File: config.mk
export PLATFORM = sky130hd
export DESIGN_NAME = alu_seq_flat
export DESIGN_NICKNAME = d
export VERILOG_FILES = /design/src/rtl/alu_seq_if.sv /design/src/rtl/alu_seq.sv /design/src/flat_wrapper.sv
export SDC_FILE = /design/constraint.sdc
export NUM_CORES = 1
export LEC_CHECK = 0
export BUFFER_PORTS_ARGS = -buffer_cell sky130_fd_sc_hd__buf_2
export CORE_MARGIN = 2
export CORE_UTILIZATION = 54
export DETAILED_ROUTE_END_ITERATION = 10
export PLACE_DENSITY = 0.81
export SLEW_MARGIN = 20
export SYNTH_ARGS = -nofsm -noshare
export SYNTH_HDL_FRONTEND = slang
export SYNTH_SLANG_ARGS = --single-unit
File: constraint.sdc
create_clock -name clk -period 2.8 [get_ports clk]
set_clock_uncertainty 0.1 [all_clocks]
set_input_delay 0 -clock clk [delete_from_list [all_inputs] [get_ports clk]]
set_output_delay 0 -clock clk [all_outputs]
set_load 0.05 [all_outputs]
File: src/rtl/alu_seq_if.sv
// alu_seq_if: request/response bundle between the operand muxes, alu_seq
// and the status register.
//
// Handshake: a request transfers on a rising edge where in_valid && in_ready;
// a result transfers on a rising edge where out_valid && out_ready. A source
// holds valid and its payload steady until the transfer edge. A source never
// waits for ready before raising valid.
//
// Signals:
//   in_valid/in_ready     request handshake
//   op, operand1/2        operation code and A/B operands
//   carry_in              carry/borrow for ADC/SBC/ROL/ROR
//   out_valid/out_ready   result handshake
//   result, result_hi     result (low/high product half for MUL)
//   *_flag                Z/C/N/V status flags
//   busy                  multi-cycle operation in progress
interface alu_seq_if #(parameter int WIDTH = 8);
  logic             in_valid;
  logic             in_ready;
  logic [3:0]       op;
  logic [WIDTH-1:0] operand1;
  logic [WIDTH-1:0] operand2;
  logic             carry_in;
  logic             out_valid;
  logic             out_ready;
  logic [WIDTH-1:0] result;
  logic [WIDTH-1:0] result_hi;
  logic             zero_flag;
  logic             carry_flag;
  logic             negative_flag;
  logic             overflow_flag;
  logic             busy;

  modport master (
    output in_valid, op, operand1, operand2, carry_in, out_ready,
    input  in_ready, out_valid, result, result_hi,
           zero_flag, carry_flag, negative_flag, overflow_flag, busy
  );

  modport slave (
    input  in_valid, op, operand1, operand2, carry_in, out_ready,
    output in_ready, out_valid, result, result_hi,
           zero_flag, carry_flag, negative_flag, overflow_flag, busy
  );
endinterface

File: src/rtl/alu_seq.sv
// alu_seq: registered WIDTH-bit ALU with Z/C/N/V flags and an iterative
// shift-add unsigned multiply.
//
// Ports:
//   clk          rising-edge clock
//   rst          synchronous active-high reset
//   bus          alu_seq_if slave (request, result, flags, busy)
//   dbg_state_o  current FSM state (IDLE=0, MUL=1, DONE=2)
//
// Single-cycle ops compute straight from the request inputs and are
// registered on the accept edge. MUL captures its operands on the accept edge
// and then spends exactly WIDTH cycles in the MUL state, one shift-add step
// per cycle. Results are held in DONE until the consumer takes them.
module alu_seq #(
  parameter int WIDTH  = 8,
  parameter bit MUL_EN = 1'b1
) (
  input  logic       clk,
  input  logic       rst,
  alu_seq_if.slave   bus,
  output logic [1:0] dbg_state_o
);

  localparam int CW = (WIDTH > 2) ? $clog2(WIDTH) : 1;
  localparam logic [CW-1:0] LAST_STEP = CW'(WIDTH - 1);

  typedef enum logic [1:0] {
    S_IDLE = 2'd0,
    S_MUL  = 2'd1,
    S_DONE = 2'd2
  } state_t;

  state_t             state_q, state_d;
  logic [WIDTH-1:0]   res_q, res_d;
  logic [WIDTH-1:0]   hi_q, hi_d;
  logic               z_q, z_d, c_q, c_d, n_q, n_d, v_q, v_d;
  // prod_q holds {partial high, unconsumed multiplier bits / low product}.
  logic [2*WIDTH-1:0] prod_q, prod_d;
  logic [WIDTH-1:0]   mcand_q, mcand_d;
  logic [CW-1:0]      cnt_q, cnt_d;

  logic               in_ready;
  logic               accept;
  logic               is_mul;
  logic [WIDTH-1:0]   a, b;
  logic               ci;
  logic [WIDTH:0]     sum_w;
  logic [WIDTH-1:0]   alu_r;
  logic               alu_c, alu_v;
  logic [WIDTH:0]     step_sum;

  assign a  = bus.operand1;
  assign b  = bus.operand2;
  assign ci = bus.carry_in;

  assign in_ready = !rst && ((state_q == S_IDLE) ||
                             (state_q == S_DONE && bus.out_ready));
  assign accept   = bus.in_valid && in_ready;
  assign is_mul   = MUL_EN && (bus.op == 4'd12);

  // Single-cycle datapath; W+1-bit intermediates carry the carry/borrow.
  always_comb begin
    sum_w = '0;
    alu_r = '0;
    alu_c = 1'b0;
    alu_v = 1'b0;
    case (bus.op)
      4'd0, 4'd8: begin
        sum_w = {1'b0, a} + {1'b0, b} +
                ((bus.op == 4'd8) ? {{WIDTH{1'b0}}, ci} : '0);
        alu_r = sum_w[WIDTH-1:0];
        alu_c = sum_w[WIDTH];
        // Same-sign operands producing a different-sign result.
        alu_v = (a[WIDTH-1] == b[WIDTH-1]) && (alu_r[WIDTH-1] != a[WIDTH-1]);
      end
      4'd1, 4'd9: begin
        sum_w = {1'b0, a} - {1'b0, b} -
                ((bus.op == 4'd9) ? {{WIDTH{1'b0}}, ci} : '0);
        alu_r = sum_w[WIDTH-1:0];
        alu_c = sum_w[WIDTH];  // borrow out
        alu_v = (a[WIDTH-1] != b[WIDTH-1]) && (alu_r[WIDTH-1] != a[WIDTH-1]);
      end
      4'd2:  alu_r = a & b;
      4'd3:  alu_r = a | b;
      4'd4:  alu_r = a ^ b;
      4'd5:  alu_r = ~a;
      4'd6: begin
        alu_r = {a[WIDTH-2:0], 1'b0};
        alu_c = a[WIDTH-1];
      end
      4'd7: begin
        alu_r = {1'b0, a[WIDTH-1:1]};
        alu_c = a[0];
      end
      4'd10: begin
        alu_r = {a[WIDTH-2:0], ci};
        alu_c = a[WIDTH-1];
      end
      4'd11: begin
        alu_r = {ci, a[WIDTH-1:1]};
        alu_c = a[0];
      end
      default: begin
        // Opcodes 13-15, and opcode 12 with MUL_EN=0: zero result, Z set.
        alu_r = '0;
      end
    endcase
  end

  // One shift-add step: add the multiplicand into the high half when the
  // current multiplier bit is set, then shift the whole product right.
  assign step_sum = {1'b0, prod_q[2*WIDTH-1:WIDTH]} +
                    (prod_q[0] ? {1'b0, mcand_q} : '0);

  always_comb begin
    state_d = state_q;
    res_d   = res_q;
    hi_d    = hi_q;
    z_d     = z_q;
    c_d     = c_q;
    n_d     = n_q;
    v_d     = v_q;
    prod_d  = prod_q;
    mcand_d = mcand_q;
    cnt_d   = cnt_q;
    case (state_q)
      S_IDLE, S_DONE: begin
        if (state_q == S_DONE && bus.out_ready) state_d = S_IDLE;
        if (accept) begin
          if (is_mul) begin
            state_d = S_MUL;
            mcand_d = a;
            prod_d  = {{WIDTH{1'b0}}, b};
            cnt_d   = '0;
          end else begin
            state_d = S_DONE;
            res_d   = alu_r;
            hi_d    = '0;
            z_d     = (alu_r == '0);
            c_d     = alu_c;
            n_d     = alu_r[WIDTH-1];
            v_d     = alu_v;
          end
        end
      end
      S_MUL: begin
        prod_d = {step_sum, prod_q[WIDTH-1:1]};
        cnt_d  = cnt_q + CW'(1);
        if (cnt_q == LAST_STEP) begin
          state_d = S_DONE;
          res_d   = prod_d[WIDTH-1:0];
          hi_d    = prod_d[2*WIDTH-1:WIDTH];
          z_d     = (prod_d == '0);
          c_d     = (prod_d[2*WIDTH-1:WIDTH] != '0);
          n_d     = 1'b0;
          v_d     = 1'b0;
        end
      end
      default: state_d = S_IDLE;
    endcase
  end

  always_ff @(posedge clk) begin
    if (rst) begin
      state_q <= S_IDLE;
      res_q   <= '0;
      hi_q    <= '0;
      z_q     <= 1'b0;
      c_q     <= 1'b0;
      n_q     <= 1'b0;
      v_q     <= 1'b0;
      prod_q  <= '0;
      mcand_q <= '0;
      cnt_q   <= '0;
    end else begin
      state_q <= state_d;
      res_q   <= res_d;
      hi_q    <= hi_d;
      z_q     <= z_d;
      c_q     <= c_d;
      n_q     <= n_d;
      v_q     <= v_d;
      prod_q  <= prod_d;
      mcand_q <= mcand_d;
      cnt_q   <= cnt_d;
    end
  end

  assign bus.in_ready      = in_ready;
  assign bus.out_valid     = (state_q == S_DONE);
  assign bus.busy          = (state_q == S_MUL);
  assign bus.result        = res_q;
  assign bus.result_hi     = hi_q;
  assign bus.zero_flag     = z_q;
  assign bus.carry_flag    = c_q;
  assign bus.negative_flag = n_q;
  assign bus.overflow_flag = v_q;
  assign dbg_state_o       = state_q;

endmodule

File: src/flat_wrapper.sv
// flat-port wrapper written by rule: the top's interface ports become plain ports
module alu_seq_flat 
#(
  parameter int WIDTH  = 8,
  parameter bit MUL_EN = 1'b1
)
  (clk, rst, dbg_state_o, bus_in_valid, bus_op, bus_operand1, bus_operand2, bus_carry_in, bus_out_ready, bus_in_ready, bus_out_valid, bus_result, bus_result_hi, bus_zero_flag, bus_carry_flag, bus_negative_flag, bus_overflow_flag, bus_busy);
  alu_seq_if #(.WIDTH(WIDTH)) bus_i ();
  input  logic clk;
  input  logic rst;
  output logic [1:0] dbg_state_o;
  input wire logic [$bits(bus_i.in_valid)-1:0] bus_in_valid;
  input wire logic [$bits(bus_i.op)-1:0] bus_op;
  input wire logic [$bits(bus_i.operand1)-1:0] bus_operand1;
  input wire logic [$bits(bus_i.operand2)-1:0] bus_operand2;
  input wire logic [$bits(bus_i.carry_in)-1:0] bus_carry_in;
  input wire logic [$bits(bus_i.out_ready)-1:0] bus_out_ready;
  output wire logic [$bits(bus_i.in_ready)-1:0] bus_in_ready;
  output wire logic [$bits(bus_i.out_valid)-1:0] bus_out_valid;
  output wire logic [$bits(bus_i.result)-1:0] bus_result;
  output wire logic [$bits(bus_i.result_hi)-1:0] bus_result_hi;
  output wire logic [$bits(bus_i.zero_flag)-1:0] bus_zero_flag;
  output wire logic [$bits(bus_i.carry_flag)-1:0] bus_carry_flag;
  output wire logic [$bits(bus_i.negative_flag)-1:0] bus_negative_flag;
  output wire logic [$bits(bus_i.overflow_flag)-1:0] bus_overflow_flag;
  output wire logic [$bits(bus_i.busy)-1:0] bus_busy;
  assign bus_i.in_valid = bus_in_valid;
  assign bus_i.op = bus_op;
  assign bus_i.operand1 = bus_operand1;
  assign bus_i.operand2 = bus_operand2;
  assign bus_i.carry_in = bus_carry_in;
  assign bus_i.out_ready = bus_out_ready;
  assign bus_in_ready = bus_i.in_ready;
  assign bus_out_valid = bus_i.out_valid;
  assign bus_result = bus_i.result;
  assign bus_result_hi = bus_i.result_hi;
  assign bus_zero_flag = bus_i.zero_flag;
  assign bus_carry_flag = bus_i.carry_flag;
  assign bus_negative_flag = bus_i.negative_flag;
  assign bus_overflow_flag = bus_i.overflow_flag;
  assign bus_busy = bus_i.busy;
  alu_seq #(.WIDTH(WIDTH), .MUL_EN(MUL_EN)) u_core (.clk(clk), .rst(rst), .bus(bus_i), .dbg_state_o(dbg_state_o));
endmodule
# After elaboration in Yosys (flattened, before gate mapping)
# Index checks and enable logic that the tools add are counted.
word_totals:
  out_inout_bits: 25
  n_memories: 0
  romBits: 0
  latchBits: 0
  elab_cells: 106
  register_bits: 49
  input_bits: 25
  ram_bits: 0
classes:
  add_sub_neg: 6
  shift: 0
  eq_ne: 24
  bitwise: 4
  div_mod_pow: 0
  muxes: 40
  reduce_logical: 22
  magnitude_cmp: 0
  n_mul: 0
ops:
  columns: ["cell", "n"]
  rows:
  - ["$pmux W8 S10", 1]
  - ["$mux W8", 7]
  - ["$mux W16", 2]
  - ["$pmux W16 S2", 1]
  - ["$pmux W8 S2", 2]
  - ["$eq A4 B4 Y1 const B", 5]
  - ["$eq A4 B3 Y1 const B", 4]
  - ["$logic_not A16 Y1", 1]
  - ["$mux W1", 13]
  - ["$pmux W1 S2", 5]
  - ["$reduce_or A2 Y1", 5]
  - ["$add A8 B8 Y9", 1]
  - ["$add A8 B9 Y9", 1]
  - ["$add A9 B9 Y9", 1]
  - ["$sub A8 B8 Y9", 1]
  - ["$sub A9 B9 Y9", 1]
  - ["$and A8 B8 Y8", 1]
  - ["$eq A4 B2 Y1 const B", 2]
  - ["$logic_not A8 Y1", 1]
  - ["$mux W2", 4]
  - ["$not A8 Y8", 1]
  - ["$or A8 B8 Y8", 1]
  - ["$reduce_bool A8 Y1", 1]
  - ["$xor A8 B8 Y8", 1]
  - ["23 further kinds", 33]

# Depth between registers and ports, before layout
logic_depth:
  depth_word: 9
  ltp_mapped: 15
  depth_no_buf: 13

# Least setup slack after synthesis
# Ideal clock, no wire load.
synth_path:
  kind: "register to register"
  startpoint: "register u_core.state_q[1] (netlist: u_core.dbg_state_o[1])"
  endpoint: "register u_core.res_q[0] (netlist: u_core.bus.result[0])"
  arrival_time_ns: 3.034
  path_buffers: 2
  stages_incl_launch_ff: 9
  period_less_slack_ns: 3.261
  required_ns: 2.572
  slack_ns: -0.461
  setup_time_ns: 0.128
  path_cell_list: "dfxtp_1 nor2b_1 nor3_1 and3_1 clkbuf_1 nor2_1 clkbuf_1 a221oi_1 nor2_1"
synth_between:
  elab_chain_len: 7
  elab_cells_between_ends: 14
  classes_between: "eq/ne: 5; mux: 1; reduce/logical: 8"
synth_rtl:
  columns: ["item", "line_no", "source"]
  rows:
  - ["from (decl)", "alu_seq.sv:33", "state_t state_q, state_d;"]
  - ["from (signal assigned)", "alu_seq.sv:176", "state_q <= state_d;"]
  - ["$eq A2 B2 Y1", "alu_seq.sv:57", "(state_q == S_DONE && bus.out_ready));"]
  - ["$logic_and A1 B1 Y1", "alu_seq.sv:57", null]
  - ["$logic_or A1 B1 Y1 (*)", "alu_seq.sv:56", "assign in_ready = !rst && ((state_q == S_IDLE) ||"]
  - ["$logic_and A1 B1 Y1 (*)", "alu_seq.sv:56", null]
  - ["via bus_in_ready", "flat_wrapper.sv:18", "output wire logic [$bits(bus_i.in_ready)-1:0] bus_in_ready;"]
  - ["$logic_and A1 B1 Y1 (*)", "alu_seq.sv:58", "assign accept = bus.in_valid && in_ready;"]
  - ["$ne A2 B1 Y1 (no source line) (*)", null, null]
  - ["$reduce_and A4 Y1 (no source line) (*)", null, null]
  - ["to (signal assigned)", "alu_seq.sv:177", "res_q <= res_d;"]
  - ["to (decl)", "alu_seq.sv:34", "logic [WIDTH-1:0] res_q, res_d;"]
# Mark *: on every way through the listed nets, which the timed path passes. The rest lies on a longest branch.
# A chain may end at the register's enable or synchronous reset.

# Final worst setup path
layout_path:
  startpoint: "input bus_op[3]"
  endpoint: "register u_core.z_q (netlist: u_core.bus.zero_flag)"
layout_between:
  elab_chain_len: 8
  elab_cells_between_ends: 26
  classes_between: "add/sub: 2; eq/ne: 13; mux: 6; reduce/logical: 5"
layout_rtl:
  columns: ["item", "line_no", "source"]
  rows:
  - ["from (decl)", "flat_wrapper.sv:13", "input wire logic [$bits(bus_i.op)-1:0] bus_op;"]
  - ["$eq A4 B4 Y1 (on tied branches)", "alu_seq.sv:67, alu_seq.sv:78, alu_seq.sv:70", null]
  - ["$mux W1 (on tied branches)", "alu_seq.sv:78, alu_seq.sv:70", null]
  - ["$sub A9 B9 Y9 or $add A9 B9 Y9 (tied branches)", "alu_seq.sv:77, alu_seq.sv:69", null]
  - ["$pmux W8 S10", "alu_seq.sv:67", "case (bus.op)"]
  - ["$logic_not A8 Y1", "alu_seq.sv:139", "z_d = (alu_r == '0);"]
  - ["$mux W1", "alu_seq.sv:130", "if (is_mul) begin"]
  - ["$mux W1", "alu_seq.sv:129", "if (accept) begin"]
  - ["$pmux W1 S2", "alu_seq.sv:126", "case (state_q)"]
  - ["to (signal assigned)", "alu_seq.sv:179", "z_q <= z_d;"]
  - ["to (decl)", "alu_seq.sv:36", "logic z_q, z_d, c_q, c_d, n_q, n_d, v_q, v_d;"]
# Parallel ways exist; a longest one is shown, timed or not. The select of a mux whose other input is x is not followed.

==> metrics.md <==
| Metric | Value |
|---|---|
| Dpl ws | `-225 ps` |
| Final GP Congestion | `0.944` |
| Drt total wl | `~12,000 microns` |
| Crit path cell chain | `buf_2, nand2_1, nor2_2, nand3_2, fa_2, ha_2, inv_1, a32o_1, a2111oi_2, o211ai_1, or4_4, nor4_4, o221a_1` |
| Fin crit share | `0.961` |
| Port Buffers | `just under 50` |
| Worst relative slew slack | `0.519` |
| Largest net degree at the start of global routing | `50` |
| Final Worst Setup Slack | `roughly 110 ps` |
| Drt pass-1 iters | `5` |
| Synth unique cells | `73` |
| Die Y | `90.4 microns` |
| Initial drt markers | `332` |
| Remaining DRCs | `0` |
| Seq/Total Area, Yosys | `0.243` |
| Die area | `slightly above 0.008 sq mm` |
| Most common cell in the netlist | `nand2_1` |
| Synth area leader | `dfxtp_1` |
| Final Slew Violations | `0` |
| Vias in the first global route | `roughly 4,100` |
| H-tree depth | `2` |
| Buf/Inv on CP | `2` |
| Layout Cell Area excl Fill | `~0.005 sq mm` |
| Power Density | `about 360 mW/mm^2` |
| Core outline area | `0.00725 sq mm` |
| Area grow syn2layout | `22.0%` |
| Max-cap check violation count | `0` |
| Kind of critical path | `in2reg` |
| Mapped Nets | `591` |
| Clock latency on the worst-skew pair | `310 ps` |
| Post-DP HPWL | `9030 microns` |
| Max FO, Critical Path | `2` |
| Cell count along the critical path | `13` |
| First-pass GRT wire length | `a little under 20,000 microns` |
| VDD IR max | `about 0.18 mV` |
| Num rows | `31` |
| Routed Antenna Nets | `0` |
| Slowest library cell on the worst path | `fa_2` |
| Gate Count Post-Synth | `between 500 and 600` |
| Post-synth top flop | `dfxtp_1` |
| F_max | `372 MHz` |
| Cell Area, Synth | `0.00403 sq mm` |
| Initial Util | `0.556` |
| Crit path max-delay family | `compound AO/OA/AOI/OAI gates` |
| Startpoint Class | `input port` |
| Syn Area/Cell | `a little under 8 sq um` |
| EDFF count, synth | `0` |
| Yosys warns | `0` |
| WL/cell | `about 17 microns` |
| Min Tclk post-route | `approximately 2700 ps` |
| Post-Place Cell Area | `0.00467 sq mm` |
| Width of the die | `90.4 microns` |
| Hold path startpoint | `bus_in_valid` |
| Least-Margin Pin Slew | `716 ps` |
| Post-synth ARST share | `0` |
| Aggregate global routing overflow | `0` |
| I/O pin cnt | `50` |
| Final Hold Viols | `0` |
| Synthesized flop and latch total | `49` |
| Critical path required time | `approximately 3000 ps` |
| Initial antenna violation count | `0` |
| HP Class | `in2reg` |
| Clock Tree Buf Depth | `2` |
| CP Capture Point | `u_core.bus.zero_flag$_SDFFE_PP0P_` |
| Pleak | `2.17 nW` |
| CTS root buf | `clkbuf_8` |
| Fin util | `0.678` |
| Share of layout cells above drive strength 1 | `0.235` |
| Critical Path Source | `bus_op[3]` |
| Crit Reg-Reg Endpoint | `u_core.bus.carry_flag$_SDFFE_PP0P_` |
| Clk sinks | `49` |
| Setup Viol. Count Final | `0` |
| Area contributors post-synth | `dfxtp_1, ha_1, a21oi_1` |
| Setup TNS | `0 ps` |
| Area fraction of the dominant cell type after synthesis | `0.243` |
| Via count | `4,271` |
| Vias per inst | `between 6 and 7` |
| Nets | `681` |
| RR Startpoint | `u_core.prod_q[0]$_SDFFE_PP0P_` |
| Slowest stage delay, CP | `about 470 ps` |
| Post-synth top cells | `nand2_1, a21oi_1, dfxtp_1, nor2_1, ha_1` |
| Clk slew on worst S/H paths | `90 ps` |
| Outcome | `finished clean` |
| ANT cells | `0` |
| Crit path DAT | `2850 ps` |
| CTS tree | `built` |
| R2R Setup Slk | `110 ps` |
| CP endpoint kind | `flop` |
| R2R cell count | `10` |
| CTS Buf Count | `5` |
| Fill cells | `between 600 and 700` |
| GR Util All Layers | `0.295` |
-- per-layer routing --
layer / vias up / wire length, microns / GRT usage
met5: - / 0 / 0
met4: 0 / 483 / 0.149
met3: 40 / 944 / 0.0284
met2: 196 / 5470 / 0.479
met1: 2000 / 5070 / 0.392
li1: 2035 / - / -
-- cell usage in the layout (no fill, tap or decap), types with 12 or more instances in the layout --
cell type / instances
buf_4: 56
a21oi_1: 51
nand2_1: 59
nand3_1: 25
dfxtp_1: 49
a22oi_1: 12
ha_1: 38
inv_1: 31
nor2_1: 47
buf_2: 49
-- state kept, by name, indices dropped and copies added (netlist names) --
signal	cells
u_core.prod_q	16
u_core.bus.result	8
u_core.bus.result_hi	8
u_core.mcand_q	8
u_core.cnt_q	3
u_core.dbg_state_o	2
u_core.bus.carry_flag	1
u_core.bus.negative_flag	1
u_core.bus.overflow_flag	1
u_core.bus.zero_flag	1
-- metrics by stage --
step / hold WS [ps] / power, mW / instances
after floorplan: 11.1 / 1.10 / 521
after global placement: 185 / 1.28 / 694
after detailed placement: 199 / 1.29 / 694
after CTS: 6.65 / 1.73 / 709
after global routing: 23.8 / 1.84 / 711
final: 7.27 / 1.76 / 711
-- power breakdown --
| part | total, mW | leakage (nW) | switching (mW) | internal, mW |
|---|---|---|---|---|
| Combinational | 0.598 | 1.73 | 0.344 | 0.254 |
| Sequential | 0.718 | 0.396 | 0.00882 | 0.709 |
| Clock | 0.443 | 0.0512 | 0.243 | 0.201 |
-- cell type report --
type	count	area (sq um)	area share
repair buffers	112	736	0.150
clock buffers	6	82.6	0.0168
multi-input cells	411	2860	0.582
inverters	32	120	0.0244
clock inverters	2	13.8	0.00280
flip-flops and latches	49	981	0.199
well taps	99	124	0.0252
-- tightest hold or removal path, stage by stage --
cell and delay, ps:
buf_2 120, nor2_1 90, o21ba_2 130, nor3_1 40
-- cells by family (layout without fill, tap and decap cells) --
group	count (synthesis)	after routing	synth area share
flops	49	49	0.243
simple gates	207	207	0.256
compound gates	135	135	0.226
buf+inv	61	152	0.0680
xor+xnor	13	13	0.0301
fa+ha+maj	45	45	0.149
mux	11	11	0.0279
-- how the worst min path moves through the flow --
| stage | to | slack (ps) | depth (start not counted) |
|---|---|---|---|
| 2_1_floorplan | bus_in_ready | 10 | 1 |
| 3_3_place_gp | u_core.dbg_state_o[1]$_SDFFE_PP0P_ | 180 | 3 |
| 3_5_place_dp | u_core.dbg_state_o[1]$_SDFFE_PP0P_ | 200 | 3 |
| 4_1_cts | u_core.mcand_q[7]$_SDFFE_PP0P_ | 7 | 4 |
| 5_1_grt | u_core.mcand_q[3]$_SDFFE_PP0P_ | 20 | 4 |
| 6_report | u_core.dbg_state_o[0]$_SDFFE_PP0P_ | 7 | 4 |
-- timing repair --
item | 4_1_cts | 5_1_grt
endpoints found under the hold margin | 7 | 0
resized for setup | 0 | 16
endpoints found under the setup margin | 0 | 7
buffers inserted | 0 | 2
hold buffers | 7 | 0
Power figures use the tool's default switching activity.
